## config.mk

```make
export PLATFORM = sky130hd
export DESIGN_NAME = data_mem_controller
export DESIGN_NICKNAME = d
export VERILOG_FILES = /design/src/rtl/data_mem_controller.sv
export SDC_FILE = /design/constraint.sdc
export NUM_CORES = 2
export LEC_CHECK = 0
export BUFFER_PORTS_ARGS = -buffer_cell sky130_fd_sc_hd__buf_2
export CAP_MARGIN = 20
export CELL_PAD_IN_SITES_DETAIL_PLACEMENT = 1
export CELL_PAD_IN_SITES_GLOBAL_PLACEMENT = 1
export CORE_ASPECT_RATIO = 0.5
export CORE_MARGIN = 1.5
export CORE_UTILIZATION = 46
export DETAILED_ROUTE_END_ITERATION = 12
export GPL_ROUTABILITY_DRIVEN = 0
export PLACE_DENSITY = 0.65
export SLEW_MARGIN = 25
export SYNTH_ARGS = -nofsm -noshare
export SYNTH_HDL_FRONTEND = slang
export SYNTH_SLANG_ARGS = --single-unit
```

## constraint.sdc

```tcl
create_clock -name clk -period 7.35 [get_ports clk]
set_input_delay 1.1025 -clock clk [delete_from_list [all_inputs] [get_ports clk]]
set_output_delay 1.1025 -clock clk [all_outputs]
set_load 0.1 [all_outputs]
```

## src/rtl/data_mem_controller.sv

```systemverilog
// Data memory controller: single-port 32-bit word array behind a
// three-state access FSM with programmable wait states, a combinational
// processor stall and a registered reject pulse for malformed requests.
module data_mem_controller #(
  parameter int DEPTH_LOG2  = 6,
  parameter int WAIT_STATES = 2
) (
  input  logic        clk,
  input  logic        reset,
  input  logic [31:0] data_address,
  input  logic [31:0] write_data,
  input  logic        mem_read,
  input  logic        mem_write,
  output logic [31:0] data,
  output logic        hold,
  output logic        addr_error
);

  localparam int         DEPTH = 1 << DEPTH_LOG2;
  localparam logic [3:0] WS    = 4'(WAIT_STATES);

  typedef enum logic [1:0] {IDLE, BUSY, RESP} state_t;

  state_t                 state_q;
  logic [3:0]             cnt_q;
  logic [DEPTH_LOG2-1:0]  idx_q;
  logic [31:0]            wdata_q;
  logic                   we_q;     // latched operation: 1 = store, 0 = load
  logic [31:0]            data_q;
  logic                   err_q;

  logic [31:0]            mem [DEPTH];

  logic req_valid, req_reject, access_d;
  logic unused_addr;

  // A request is accepted only with exactly one strobe and a word-aligned address.
  assign req_valid  = (mem_read ^ mem_write) & (data_address[1:0] == 2'b00);
  assign req_reject = (mem_read | mem_write) & ~req_valid;
  // The array is touched in the last BUSY cycle only.
  assign access_d   = (state_q == BUSY) && (cnt_q == 4'd0);

  // High address bits are dropped so accesses wrap modulo the array size.
  assign unused_addr = ^data_address[31:DEPTH_LOG2+2];

  // Access FSM with latched request, wait counter and registered outputs.
  always_ff @(posedge clk or posedge reset) begin
    if (reset) begin
      state_q <= IDLE;
      cnt_q   <= 4'd0;
      idx_q   <= '0;
      wdata_q <= 32'd0;
      we_q    <= 1'b0;
      data_q  <= 32'd0;
      err_q   <= 1'b0;
    end else begin
      err_q <= 1'b0;
      case (state_q)
        IDLE: begin
          if (req_valid) begin
            idx_q   <= data_address[DEPTH_LOG2+1:2];
            wdata_q <= write_data;
            we_q    <= mem_write;
            cnt_q   <= WS;
            state_q <= BUSY;
          end else if (req_reject) begin
            err_q <= 1'b1;
          end
        end
        BUSY: begin
          if (cnt_q != 4'd0) begin
            cnt_q <= cnt_q - 4'd1;
          end else begin
            if (!we_q) data_q <= mem[idx_q];
            state_q <= RESP;
          end
        end
        RESP:    state_q <= IDLE;
        default: state_q <= IDLE;
      endcase
    end
  end

  // Array write port; no reset so contents survive a controller reset, and
  // a store aborted by reset never reaches here because the FSM is forced to IDLE.
  always_ff @(posedge clk) begin
    if (access_d && we_q) mem[idx_q] <= wdata_q;
  end

  // Stall is combinational so the processor freezes in the accepting cycle;
  // reset masks it immediately even if a valid request is still on the bus.
  assign hold       = ~reset & (((state_q == IDLE) & req_valid) | (state_q == BUSY));
  assign data       = data_q;
  assign addr_error = err_q;

endmodule

```

==> metrics.md <==
| Metric | Value |
|---|---|
| First-pass DRT Iterations | `6` |
| Startpoint Class | `flip-flop` |
| Setup TNS | `0 ns` |
| Dpl cell area | `85000 sq um` |
| Fin nets | `4393` |
| HP Class | `input port to async pin` |
| Area Overhead vs Synth | `12.9%` |
| Worst-margin pin slew | `1.15 ns` |
| ANT nets after route | `0` |
| Reg-to-Reg End | `mem[19][6]` |
| Top-area cell type share of the netlist area | `76.0%` |
| Critical path data required time | `between 7 and 8 ns` |
| DRC violations left | `0` |
| Reg2reg setup slack | `2.53 ns` |
| Worst VDD drop | `roughly 0.29 mV` |
| Warnings from Yosys | `0` |
| RSZ-0062 raised after global routing | `false` |
| Htree depth | `4` |
| P_leak | `28.8 nW` |
| Mean Syn Cell Area | `between 15 and 20 sq um` |
| Top cells by area, synth | `edfxtp_1 76%, mux4_2 5.9%, mux2i_1 3.1%` |
| CTS root buf | `clkbuf_16` |
| Biggest area consumer among synthesized cells | `edfxtp_1` |
| Worst-path fanout max | `slightly below 80` |
| Post-layout min period | `slightly below 5 ns` |
| Worst setup skew after layout | `0.0318 ns` |
| Vias | `45841` |
| CTS Sinks | `2126` |
| Max Fclk | `207 MHz` |
| R2r worst-path depth | `6` |
| Reg-to-Reg Start | `idx_q[0]` |
| Die area | `179000 sq um` |
| Number of global-route vias before repair | `45423` |
| EDFF count, synth | `between 2000 and 2500` |
| Flops & latches, synth | `2126` |
| GRT Resource Usage Total | `30.2%` |
| Post-route setup slack | `2.53 ns` |
| Setup violators final | `0` |
| Worst setup path class | `flip-flop to flip-flop` |
| Largest net degree at the start of global routing | `96` |
| Core box area | `174000 sq um` |
| Period utilization | `65.6%` |
| Pwr per Cell Area | `423 nW/um^2` |
| Slew Limit Headroom | `23.0%` |
| Ys async rst share | `3.67%` |
| Hold buffers post-CTS | `0` |
| Crit path DAT | `5.30 ns` |
| Bufs on Longest Clock Path | `3` |
| Total gr overflow | `0` |
| CP Capture Type | `flip-flop` |
| Antenna violations before repair | `15` |
| CP max stage cell | `nor2_4` |
| Max-Cap Viols | `0` |
| TritonCTS Buffers | `187` |
| Row count | `108` |
| Post-DR wirelength/cell | `39.6 um` |
| Yosys cell types | `66` |
| TritonCTS clock tree | `built` |
| Final HPWL DP | `155000 um` |
| Mapped Area | `80900 sq um` |
| Syn Nets | `4227` |
| Final Util | `52.5%` |
| Design area | `91300 sq um` |
| Reg clk slew, reported paths | `0.06 ns` |
| Final Hold Viols | `0` |
| Die width | `596 um` |
| Share of cells above drive strength 1 | `21.7%` |
| Effective utilization at floorplan | `46.5%` |
| Die H | `around 300 um` |
| Max stage delay on crit path | `1.08 ns` |
| Primary FF master, synth | `edfxtp_1` |
| Most used cell, CP | `buf_4` |
| Cts repair resizes | `0` |
| Setup WS pre-CTS | `2.62 ns` |
| Sequential share of the synthesized area | `78.4%` |
| PortBufs | `77` |
| Setup Buffers After CTS | `0` |
| I/O Pins | `102` |
| Slew Viols, Final | `0` |
| Gate Count Post-Synth | `4156` |
| First-pass GRT wire length | `372000 um` |
| Status | `completed` |
| Routed WL | `269000 um` |
| DRT iter0 DRCs | `between 7000 and 8000` |
| Ordered cell list for the critical path | `buf_12 > and3b_1 > buf_4 > nand2_1 > nor2_4 > buf_4` |
| Vias per inst | `6.74` |
| Clock latency on the worst-skew pair | `0.85 ns` |
## stage by stage
step	total power [mW]	hold slack [ns]	cells
6_report	38.6	0.409	6799
3_5_place_dp	28.3	0.474	6442
3_3_place_gp	28.0	0.475	6435
2_1_floorplan	23.0	0.445	4156
4_1_cts	38.4	0.406	6792
5_1_grt	39.5	0.435	6793
## kinds of logic (layout without fill, tap and decap cells)
kind of cell / Yosys count / in the layout / share of synthesized area, %
flip-flops: 2126 / 2126 / 78.4
other: 0 / 6 / 0
AO/OA/AOI/OAI: 800 / 800 / 7.35
adder cells (fa/ha/maj): 3 / 3 / 0.0464
buffers and inverters: 293 / 620 / 1.83
AND/OR/NAND/NOR: 375 / 375 / 2.07
XOR/XNOR: 2 / 2 / 0.0216
multiplexers: 557 / 557 / 10.3
## layout make-up
cell class / instances / area [sq um]
clock inverters: 93 / 940
flip-flops and latches: 2126 / 63500
multi-input cells: 1737 / 16600
clock buffers: 257 / 5280
repair buffers: 261 / 2020
diodes: 6 / 15.0
inverters: 9 / 41.3
well taps: 2310 / 2890
fillers: 15356 / 82700
## cells in the mapped netlist, drive strengths merged, types with 3 or more instances
cell type / n
mux2: 93
nor2: 192
nand2b: 6
clkbuf: 116
nor3: 7
inv: 8
a32oi: 5
o32a: 22
o221ai: 7
nor3b: 4
o2111ai: 12
or3: 3
a221o: 5
a221oi: 269
dfrtp: 78
a21oi: 67
edfxtp: 2048
a22o: 16
a211oi: 11
nand3: 37
buf: 168
and3b: 3
nand2: 72
and4: 3
a2111oi: 5
a22oi: 147
a31oi: 20
mux4: 211
ha: 3
o211ai: 15
and2: 7
o22a: 5
and3: 7
nand4: 10
o22ai: 80
nor2b: 16
mux2i: 253
o21ai: 103
## routing by layer
metal  share of wire [%]  track usage, %
met1                  41            44.9
met2                  44            43.9
met3                  13            8.60
met4                 2.5            7.78
met5               0.015               0
## placed cells by master, fill, tap and decap left out, types with 46 or more instances in the layout
master        n
buf_2        79
a221oi_1    269
nand2_1      70
o22ai_1      78
nor2_4       67
clkbuf_16   196
mux2i_1     253
o21ai_0     100
edfxtp_1   2048
mux2_2       93
buf_4       164
a21oi_1      66
clkbuf_1     46
nor2_1      122
a22oi_1     147
mux4_2      211
## power by group
group	switching, mW	internal, mW
sequential	1.28	15.3
combinational	8.45	3.41
clock	4.49	5.70
## flip-flops by register name, indices dropped and copies added (netlist names)
signal	cells
state_q	2
data	32
idx_q	6
we_q	1
mem	2048
cnt_q	4
wdata_q	32
addr_error	1
## worst max-delay path: cells and delay by family (launching register included)
family | cells | cell delay [ns]
DFF | 1 | 0.88
buffers and inverters | 3 | 1.41
and+or+nand+nor | 3 | 2.03
## how the worst max path moves through the flow
| stage | startpoint | end | slack [ns] | depth (start not counted) |
|---|---|---|---|---|
| 2_1_floorplan | mem_write | hold | 2.59 | 6 |
| 3_3_place_gp | idx_q[0] | mem[19][11] | 2.75 | 6 |
| 3_5_place_dp | idx_q[0] | mem[19][6] | 2.62 | 6 |
| 4_1_cts | idx_q[0] | mem[19][17] | 2.56 | 6 |
| 5_1_grt | idx_q[0] | mem[19][17] | 2.50 | 6 |
| 6_report | idx_q[0] | mem[19][6] | 2.53 | 6 |
Note: power is estimated with default switching activity, not from simulation.
